===== src/rtl/mem_access_unit.sv =====
// Load/store sequencer between the processor datapath and the data RAM.
// Optional one-entry last-read cache enabled by defining MAU_READ_CACHE_EN.
// Request handshake: a request transfers at a posedge where reqValid && reqReady;
// reqReady depends only on state, and reqWrite/reqAddr/reqWData are sampled at that edge.
module mem_access_unit #(
    parameter int width   = 16,
    parameter int length  = 8,
    parameter int TIMEOUT = 4
) (
    input  logic              clk,
    input  logic              clr,
    input  logic              reqValid,
    input  logic              reqWrite,
    input  logic [length-1:0] reqAddr,
    input  logic [width-1:0]  reqWData,
    output logic              reqReady,
    output logic              respValid,
    output logic              respError,
    output logic [width-1:0]  respData,
    output logic              ramWriteEnable,
    output logic              ramReadEnable,
    output logic [length-1:0] ramAddr,
    output logic [length-1:0] ramReadAddr,
    output logic [width-1:0]  ramWriteData,
    input  logic              ramDataReady,
    input  logic [width-1:0]  ramReadData
);

    typedef enum logic [1:0] {
        IDLE  = 2'd0,
        WRITE = 2'd1,
        READ  = 2'd2
    } stateType;

    localparam logic [3:0] timeoutLimit = 4'(TIMEOUT);

    stateType   state;
    logic [3:0] timeoutCount;
    logic       readTimeout;
    logic       cacheHit;

    assign reqReady    = (state == IDLE);
    assign readTimeout = (timeoutCount + 4'd1 == timeoutLimit);

`ifdef MAU_READ_CACHE_EN
    logic              cacheValid;
    logic [length-1:0] cacheTag;
    logic [width-1:0]  cacheData;
    logic              hitPending;

    assign cacheHit = cacheValid && (cacheTag == reqAddr);

    // Cache contents cannot change between a hit's accept edge and its response edge.
    always_ff @(posedge clk) begin
        if (clr) begin
            cacheValid <= 1'b0;
            cacheTag   <= '0;
            cacheData  <= '0;
        end else begin
            if (state == IDLE && reqValid && reqWrite && cacheHit) begin
                cacheData <= reqWData;
            end
            if (state == READ) begin
                if (ramDataReady) begin
                    cacheValid <= 1'b1;
                    cacheTag   <= ramReadAddr;
                    cacheData  <= ramReadData;
                end else if (readTimeout) begin
                    cacheValid <= 1'b0;
                end
            end
        end
    end
`else
    assign cacheHit = 1'b0;
`endif

    always_ff @(posedge clk) begin
        if (clr) begin
            state          <= IDLE;
            timeoutCount   <= '0;
            respValid      <= 1'b0;
            respError      <= 1'b0;
            respData       <= '0;
            ramWriteEnable <= 1'b0;
            ramReadEnable  <= 1'b0;
            ramAddr        <= '0;
            ramReadAddr    <= '0;
            ramWriteData   <= '0;
`ifdef MAU_READ_CACHE_EN
            hitPending     <= 1'b0;
`endif
        end else begin
            respValid <= 1'b0;
            respError <= 1'b0;
`ifdef MAU_READ_CACHE_EN
            hitPending <= 1'b0;
            if (hitPending) begin
                respValid <= 1'b1;
                respData  <= cacheData;
            end
`endif
            case (state)
                IDLE: begin
                    if (reqValid) begin
                        ramAddr      <= reqAddr;
                        ramReadAddr  <= reqAddr;
                        ramWriteData <= reqWData;
                        if (reqWrite) begin
                            state          <= WRITE;
                            ramWriteEnable <= 1'b1;
                        end else if (cacheHit) begin
`ifdef MAU_READ_CACHE_EN
                            hitPending <= 1'b1;
`endif
                        end else begin
                            state         <= READ;
                            ramReadEnable <= 1'b1;
                            timeoutCount  <= '0;
                        end
                    end
                end
                WRITE: begin
                    state          <= IDLE;
                    ramWriteEnable <= 1'b0;
                    respValid      <= 1'b1;
                end
                READ: begin
                    // dataReady wins over the counter on the edge the limit is reached.
                    if (ramDataReady) begin
                        state         <= IDLE;
                        ramReadEnable <= 1'b0;
                        respValid     <= 1'b1;
                        respData      <= ramReadData;
                    end else if (readTimeout) begin
                        state         <= IDLE;
                        ramReadEnable <= 1'b0;
                        respValid     <= 1'b1;
                        respError     <= 1'b1;
                        respData      <= '0;
                        timeoutCount  <= timeoutCount + 4'd1;
                    end else begin
                        timeoutCount <= timeoutCount + 4'd1;
                    end
                end
                default: begin
                    state          <= IDLE;
                    ramWriteEnable <= 1'b0;
                    ramReadEnable  <= 1'b0;
                end
            endcase
        end
    end

endmodule


===== config.mk =====
export PLATFORM = sky130hd
export DESIGN_NAME = mem_access_unit
export DESIGN_NICKNAME = d
export VERILOG_FILES = /design/src/rtl/mem_access_unit.sv
export SDC_FILE = /design/constraint.sdc
export NUM_CORES = 1
export LEC_CHECK = 0
export ABC_CLOCK_PERIOD_IN_PS = 2550
export CAP_MARGIN = 20
export CORE_ASPECT_RATIO = 0.6
export CORE_MARGIN = 2
export CORE_UTILIZATION = 42
export CTS_CLUSTER_DIAMETER = 200
export DETAILED_ROUTE_END_ITERATION = 6
export PLACE_DENSITY = 0.94
export RECOVER_POWER = 100
export SETUP_SLACK_MARGIN = 0.02
export SLEW_MARGIN = 30
export SYNTH_ARGS = -nofsm -noshare
export SYNTH_HDL_FRONTEND = slang
export SYNTH_SLANG_ARGS = --single-unit

===== constraint.sdc =====
create_clock -name clk -period 2.55 [get_ports clk]
set_input_delay 0.3825 -clock clk [delete_from_list [all_inputs] [get_ports clk]]
set_output_delay 0.3825 -clock clk [all_outputs]
set_load 0.01 [all_outputs]

# [After elaboration in Yosys (flattened, before gate mapping)]
# Index checks and enable logic that the tools add are counted.
[classes] add_sub_neg=1 multipliers=0 div_mod_pow=0 n_lt_le_gt_ge=0 eq_ne=8 shifts=0 mux=22 n_bitwise=2 reduce_logical=10
[op_table] cell="2-to-1 mux 16 bit" count=2
[op_table] cell="2-to-1 mux 4 bit" count=3
[op_table] cell="2-to-1 mux 1 bit" count=8
[op_table] cell="2-to-1 mux 2 bit" count=4
[op_table] cell="!= test 2 bit (second input constant)" count=4
[op_table] cell="one-hot mux 4 bit (2 select lines)" count=1
[op_table] cell="AND reduction 4 bit" count=2
[op_table] cell="AND reduction 2 bit" count=3
[op_table] cell="adder 4 x 1 -> 4 bit (second input constant)" count=1
[op_table] cell="== test 4 x 3 -> 1 bit (second input constant)" count=1
[op_table] cell="one-hot mux 1 bit (2 select lines)" count=2
[op_table] cell="one-hot mux 2 bit (2 select lines)" count=1
[op_table] cell="nonzero test 2 bit" count=2
[op_table] cell="!= test 3 bit (second input constant)" count=1
[op_table] cell="one-hot mux 1 bit (3 select lines)" count=1
[op_table] cell="AND reduction 3 bit" count=1
[op_table] cell="OR reduction 3 bit" count=1
[op_table] cell="== test 2 x 1 -> 1 bit (second input constant)" count=1
[op_table] cell="== test 2 bit (second input constant)" count=1
[op_table] cell="zero test 2 bit" count=1
[op_table] cell="inverter 1 bit" count=2
[word_totals] regBits=50 latch_bits=0 ramBits=0 mem_bits_ro=0 inputBits=45 output_inout_bits=53 mem_count=0

# [Logic depth before layout (Yosys ltp)]
# Gate-level depths: netlist of the first run.
[depth] word_depth=5 mapped_depth=7 depth_no_buf=6

# [Worst setup path after synthesis of the first run]
# OpenSTA, ideal clock, no wires.
[synth_timing] path_kind="flip-flop to flip-flop" from="reg state[0]" to="reg respData[0]" setup_time_ns=0.117 t_arrival_ns=1.347 path_slack_ns=1.086 path_stages_with_launch=8 path_buffers=2 period_less_slack_ns=1.464 path_cell_list="dfxtp_1 -> inv_1 -> ha_1 -> and2_1 -> nor2b_1 -> clkbuf_2 -> buf_4 -> a22o_1"
[synth_via] elab_chain_cells=2
[synth_lines] item="from (decl)" line_no="37" rtl="stateType state;"
[synth_lines] item="from (signal assigned)" line_no="80" rtl="state <= IDLE;"
[synth_lines] item="from (signal assigned)" line_no="110" rtl="state <= WRITE;"
[synth_lines] item="from (signal assigned)" line_no="117" rtl="state <= READ;"
[synth_lines] item="== test 2 bit" line_no="103" rtl="case (state)"
[synth_lines] item="AND reduction 2 bit (no source line)"
[synth_lines] item="to (signal assigned)" line_no="134" rtl="respData <= ramReadData;"
[synth_lines] item="to (decl)" line_no="19" rtl="output logic [width-1:0] respData,"
# Every way passes these cells.
# A chain may end at the register's enable or synchronous reset.

# [Worst setup path in the final report of the first run]
[layout_timing] from="reg state[0]" to="out reqReady"
[layout_via] elab_chain_cells=1
[layout_lines] item="zero test 2 bit" line_no="42" rtl="assign reqReady = (state == IDLE);"
[layout_lines] item="to (decl)" line_no="16" rtl="output logic reqReady,"
# Every way passes these cells.

==> key figures, run 1 <==
Critical path
  • CP Launch Point: state[0]
  • Crit path DAT: 1.71 ns
  • Crit path to: reqReady
  • Critical path peak fanout: 8
  • Flop2flop setup slack: 0.53 ns
  • FF-to-FF End: respData[2]
  • CP startpoint kind: flop
  • Worst path max stage delay: 0.66 ns
  • Crit path kind: reg2out
  • CP cell instances: inv_1, ha_1, dlygate4sd3_1
  • FF-to-FF path depth: 5
  • Worst reg2reg startpoint: state[0]
  • CP endpoint kind: output pin
  • Slowest cell on crit path: dlygate4sd3_1
  • Worst EP required: 2.17 ns

STA
  • Final setup TNS: 0 ns
  • Normalized max-slew margin: 0.262
  • Clock skew: 0.0106 ns
  • Slew @ Worst Pin: 1.10 ns
  • Final Max Slew Viols: 0
  • Final worst path period need: 2.09 ns
  • Final setup vio count: 0
  • Final Hold Vio Count: 0
  • RSZ-0062 raised after global routing: false
  • Worst hold slack: 0.454 ns
  • Final cycle utilization of the critical path: 0.821
  • FMAX: 478 MHz
  • Worst Slack Setup Final: 0.456 ns

Min path
  • Hold path startpoint: ramWriteData[10]
  • Hold Crit Class: reg2reg

Clock tree
  • CTS tree: yes
  • CTS Buffer Depth: 2
  • Clk Latency, worst-skew pair: 0.31 ns
  • Maximum level of the CTS H-tree: 2
  • PostCTS Resize Cnt: 0
  • Clock root cell: clkbuf_8
  • Setup Fix Bufs, Post-CTS: 0
  • Total CTS buffers: 5
  • Worst-path clk slew: 0.09 ns
  • CTS Hold Bufs: 0
  • Clock sinks: 50

Route
  • Via density: 4.94
  • DRT Pass-1 Iters: 4
  • Vias after detailed routing: 1768
  • Iter 0 DRT Violations: 140
  • Remaining antenna violation count: 0
  • WL/cell: 14.6 um
  • DRC: 0
  • Drt total wl: 5.23 mm

Global route
  • First-pass GRT wire length: 8.48 mm
  • Initial antenna violation count: 0
  • Grt ovf: 0
  • Largest net degree at the start of global routing: 36
  • Via count of the first global-routing pass: 1706
  • Global Route Usage Sum: 0.206

Cells and area
  • ANT cells: 0
  • Final nets: 346
  • Multi-input gate area: 761 um2
  • FILL cells: 351
  • Share of layout cells above drive strength 1: 0.0671
  • Design Area, Final: 2950 um2
  • Area grow syn2layout: 54.2%
  • FF/Latch Area: 1000 um2

Pwr
  • Power consumption: 1.67 mW
  • Sequential share of power: 0.500
  • P per Cell Area: 567 nW/um2
  • Clk pwr share: 0.331
  • Max IR drop VDD: 0.344 mV
  • Net Switching: 0.410 mW
  • Comb pwr share: 0.169
  • Cell internal pwr: 1.27 mW
  • Sw frac: 0.245
  • Pleak: 1.25 nW

Logic synthesis
  • Ys flop type: dfxtp_1
  • Asr flop ratio synth: 0
  • Synth Warn #: 0
  • Syn avg cell area: 9.12 um2
  • Mapped Area: 1910 um2
  • EDFF count, synth: 0
  • Net Count, Synth: 259
  • FF+latch count, synth: 50
  • Distinct cells, synth: 32
  • Sequential element share of the synthesized area: 0.523
  • Syn Inst Count: 210

Floorplanning
  • Starting Density: 0.452
  • Die area: 5130 um2
  • Row cnt: 18
  • Io pins: 98
  • Chip width: 91.2 um
  • Core Region: 4230 um2
  • Die H: 56.3 um

Placed design
  • GPL Wtd Cong: 0.810
  • Dpl ws: 0.546 ns
  • Placed cell areas: 2850 um2
  • Final HPWL DP: 3.98 mm
  • Port Buffer Count: 97

Flow run
  • MaxCap Viol Count: 0

Run status
  • Outcome: finished clean
-- per-layer routing --
layer  vias to the layer above  global-route usage  routed length, um
met5                         -                   0                  0
met4                         0              0.0390                 36
met3                         5              0.0510                348
met2                        69               0.330               2290
met1                       818               0.285               2560
li1                        876                   -                  -
-- worst min-delay path by stage --
stage               cells after the start               end  slack [ns]
floorplan                               2          state[1]        0.47
global placement                        2   ramWriteData[2]        0.44
detailed placement                      2  ramWriteData[10]        0.45
CTS                                     2  ramWriteData[10]        0.46
global route                            2  ramWriteData[10]        0.47
finish                                  2  ramWriteData[10]        0.45
-- cell usage in the layout, fill, tap and decap left out --
master,n
dlygate4sd3_1,53
nand2_1,50
dfxtp_1,50
clkdlybuf4s50_1,44
a21oi_1,28
a22o_1,10
nor2_1,8
a22o_2,6
clkbuf_8,5
nor3_1,4
ha_1,4
inv_1,3
nand2b_1,3
o21ai_0,3
nand3_1,3
buf_4,3
and2_0,2
nor3b_1,2
nor2b_1,2
a31oi_1,2
a21oi_2,1
a211o_1,1
a22oi_1,1
mux2i_1,1
o21a_2,1
nor2_4,1
nand2_2,1
or3b_1,1
or3_1,1
nand3b_1,1
clkinvlp_4,1
bufinv_16,1
clkbuf_1,1
-- through the flow --
stage / std cells / util
finish: 358 / 0.697
global route: 358 / 0.697
CTS: 358 / 0.699
detailed placement: 350 / 0.673
global placement: 350 / 0.672
floorplan: 210 / -
-- synthesized netlist by cell type, types with 3 or more instances --
cell | instances | area, um2
a22o_2 | 6 | 60.1
nand3_1 | 3 | 15.0
dfxtp_1 | 50 | 1000
a21oi_1 | 28 | 140
nor2_1 | 8 | 30.0
ha_1 | 4 | 50.1
clkbuf_1 | 5 | 18.8
inv_1 | 3 | 11.3
nand2b_1 | 3 | 18.8
a22o_1 | 10 | 87.6
nand2_1 | 50 | 188
buf_4 | 12 | 90.1
nor3_1 | 4 | 20.0
-- worst max-delay path, delay by kind of cell, from the launching register on --
family	cells	cell delay, ns
adders and majority gates	1	0.34
buffers and inverters	2	0.74
DFF	1	0.33
-- cells by family after synthesis --
family,after synthesis,synth area share
adders and majority gates,4,0.0261
DFF,50,0.523
and+or+nand+nor,79,0.186
buffers and inverters,23,0.0771
muxes,1,0.00523
AOI/OAI and AO/OA,53,0.182
-- final cells by class --
type	instances	share of cell area
flip-flops and latches	50	0.339
inverters	3	0.00382
clock buffers	6	0.0246
repair buffers	100	0.337
well taps	60	0.0254
clock inverters	2	0.0127
multi-input cells	137	0.258
-- state kept, by name (all words and copies together) (netlist names) --
name	cells
ramReadAddr	8
ramWriteData	16
respValid	1
respData	16
ramReadEnable	1
respError	1
timeoutCount	4
ramWriteEnable	1
state	2
-- power groups by stage --
stage	Combinational (mW)	Clock [mW]	Sequential, mW
after floorplan	0.120	0	0.871
after global placement	0.293	0	0.855
after detailed placement	0.300	0	0.857
after CTS	0.302	0.559	0.839
after global routing	0.306	0.593	0.843
final	0.284	0.554	0.837
Power figures use the tool's default switching activity.
==> inputs of run 2 (changes only) <==
--- a/config.mk
+++ b/config.mk
@@ -5,14 +5,14 @@
 export SDC_FILE = /design/constraint.sdc
 export NUM_CORES = 1
 export LEC_CHECK = 0
-export ABC_CLOCK_PERIOD_IN_PS = 2550
+export ABC_CLOCK_PERIOD_IN_PS = 1900
 export CAP_MARGIN = 20
 export CORE_ASPECT_RATIO = 0.6
 export CORE_MARGIN = 2
-export CORE_UTILIZATION = 42
+export CORE_UTILIZATION = 35
 export CTS_CLUSTER_DIAMETER = 200
 export DETAILED_ROUTE_END_ITERATION = 6
-export PLACE_DENSITY = 0.94
+export PLACE_DENSITY = 0.85
 export RECOVER_POWER = 100
 export SETUP_SLACK_MARGIN = 0.02
 export SLEW_MARGIN = 30
==> constraint.sdc (replaced) <==
create_clock -name clk -period 1.9 [get_ports clk]
set_input_delay 0.285 -clock clk [delete_from_list [all_inputs] [get_ports clk]]
set_output_delay 0.285 -clock clk [all_outputs]
set_load 0.01 [all_outputs]
==> run 2 against run 1 <==
  * Final cell count up 2.8%
  * Design area grew 1.1%
  * Routed wire length decreased by 6.1%
  * Sequential power up 34%
  * Clock skew decreased by 0.0023 ns
  * Via count is 0.62% lower
  * First-iteration DRC count decreased by 48%
  * Count of clock-buffer cells in the layout stayed put
  * Core utilization is 12 points lower
  * Largest cell class is now non-clock buffers
==> key figures, run 2 (synthesis results as in run 1) <==
Run status
  • Outcome: finished clean

STA
  • Final cycle utilization of the critical path: 0.937
  • Slew @ Worst Pin: 0.656 ns (-0.448 ns)
  • Final Max Slew Viols: 0 (unchanged)
  • FMAX: 562 MHz
  • Worst Slack Setup Final: 0.119 ns (-0.337 ns)
  • Final Hold Vio Count: 0 (unchanged)
  • Final worst path period need: 1.78 ns
  • RSZ-0062 raised after global routing: false
  • Final setup vio count: 0 (unchanged)
  • Clock skew: 0.00835 ns (-0.00229 ns)
  • Normalized max-slew margin: 0.561 (+0.298)

Floorplanning
  • Die H: 61.3 um (+8.9%)
  • Io pins: 98 (unchanged)
  • Starting Density: 0.371 (-0.0808)
  • Die area: 6100 um2 (+19%)
  • Chip width: 99.5 um (+9.1%)
  • Row cnt: 20 (+2)
  • Core Region: 5150 um2 (+22%)

Critical path
  • Critical path peak fanout: 8 (unchanged)
  • Slowest cell on crit path: clkdlybuf4s50_1
  • Flop2flop setup slack: 0.25 ns (-0.28 ns)
  • Worst EP required: 1.62 ns (-0.55 ns)
  • FF-to-FF path depth: 5 (unchanged)
  • CP endpoint kind: output pin
  • Crit path DAT: 1.50 ns (-0.21 ns)
  • Crit path kind: reg2out
  • CP startpoint kind: flop
  • FF-to-FF End: respData[5]
  • Worst path max stage delay: 0.55 ns (-0.11 ns)
  • CP cell instances: inv_1, ha_4, clkdlybuf4s50_1
  • Worst reg2reg startpoint: state[0]

Route
  • Remaining antenna violation count: 0 (unchanged)
  • WL/cell: 13.4 um (-8.6%)
  • Drt total wl: 4.91 mm (-6.1%)
  • Iter 0 DRT Violations: 73 (-48%)
  • Vias after detailed routing: 1757 (-0.62%)
  • DRC: 0 (unchanged)
  • DRT Pass-1 Iters: 4 (unchanged)
  • Via density: 4.77 (-3.3%)

Global route
  • Via count of the first global-routing pass: 1577 (-7.6%)
  • Grt ovf: 0 (unchanged)
  • Initial antenna violation count: 0 (unchanged)
  • Global Route Usage Sum: 0.164 (-0.0415)
  • Largest net degree at the start of global routing: 36 (unchanged)
  • First-pass GRT wire length: 7.84 mm (-7.6%)

Cells and area
  • Final core utilization: 0.579 (-0.118)
  • FILL cells: 467 (+33%)
  • Most common cell after layout, fill and taps aside: dlygate4sd3_1
  • Design Area, Final: 2990 um2 (+1.1%)
  • Area grow syn2layout: 55.9%
  • Share of layout cells above drive strength 1: 0.0828 (+0.0157)
  • ANT cells: 0 (unchanged)
  • FF/Latch Area: 1000 um2 (unchanged)
  • Multi-input gate area: 774 um2 (+1.8%)
  • Commonest cells after routing, fill and taps aside: 52 x dlygate4sd3_1, 51 x nand2_1, 50 x dfxtp_1, 45 x clkdlybuf4s50_1, 29 x a21oi_1
  • Layout Cells excl Fill: 368 (+2.8%)
  • Final nets: 350 (+1.2%)
  • Largest registers: ramWriteData x16, respData x16, ramReadAddr x8

Clock tree
  • Worst-path clk slew: 0.09 ns (about the same)
  • Total CTS buffers: 5 (unchanged)
  • Setup Fix Bufs, Post-CTS: 0 (unchanged)
  • Clock sinks: 50 (unchanged)
  • Clock root cell: clkbuf_8
  • Clk Latency, worst-skew pair: 0.30 ns (about the same)
  • Maximum level of the CTS H-tree: 2 (unchanged)
  • CTS Hold Bufs: 0 (unchanged)
  • CTS tree: yes
  • CTS Buffer Depth: 2 (unchanged)

Min path
  • Hold Crit Class: reg2reg
  • Min-Delay Path Depth: 2 (unchanged)
  • Hold path startpoint: ramWriteData[6]
  • Hold worst-path end: ramWriteData[6]

Flow run
  • MaxCap Viol Count: 0 (unchanged)

Pwr
  • Power consumption: 2.18 mW (+30%)
  • P per Cell Area: 730 nW/um2 (+29%)
  • Pleak: 1.27 nW (+1.6%)
  • Max IR drop VDD: 0.317 mV (-8.0%)

Placed design
  • Dpl ws: 0.0976 ns (-0.448 ns)
  • Placed insts: 360 (+2.9%)
  • Port Buffer Count: 97 (unchanged)
  • GPL Wtd Cong: 0.850 (+4.8%)
  • Placed cell areas: 2890 um2 (+1.3%)
  • Final HPWL DP: 3.72 mm (-6.5%)
==> run 2: final cells by class <==
cell class	instances	area share
timing repair buffer	104	0.341
multi-input combinational	137	0.259
sequential	50	0.335
clock inverter	2	0.00545
clock buffer	6	0.0277
tap	66	0.0277
inverter	3	0.00377
==> run 2: timing repair <==
action / CTS / global route
gates resized for setup: 1 / 1
setup endpoints to repair: 1 / 1
pin swaps: 0 / 0
hold endpoints to repair: 0 / 0
==> run 2: worst max-delay path: cells and delay by family (launching register included) <==
family                     cells  cell delay, ns
DFF                            1            0.33
buffers and inverters          2            0.66
adders and majority gates      1            0.20
==> run 2: routing by layer <==
metal,track usage,wire [um],up-vias
met5,0,0,-
met4,0.0294,22,0
met3,0.0556,410,3
met2,0.245,1930,73
met1,0.236,2550,801
li1,-,-,880
==> run 2: worst max path at each step <==
stage | startpoint | end | slack (ns)
floorplan | state[0] | respData[0] | 0.44
global placement | ramDataReady | respData[5] | -0.23
detailed placement | ramDataReady | respData[5] | 0.1
CTS | state[1] | reqReady | 0.02
global route | state[1] | reqReady | 0.04
finish | state[0] | reqReady | 0.12
==> run 2: where the power goes <==
| part | total, mW | internal (mW) | switching, mW |
|---|---|---|---|
| logic | 0.387 | 0.216 | 0.170 |
| clock network | 0.673 | 0.301 | 0.372 |
| registers | 1.12 | 1.10 | 0.0246 |
==> run 2: metrics by stage <==
stage                     setup TNS, ns  hold WS, ns
after floorplan                       0        0.410
after global placement            -3.30        0.441
after detailed placement              0        0.447
after CTS                             0        0.460
after global routing                  0        0.474
final                                 0        0.454
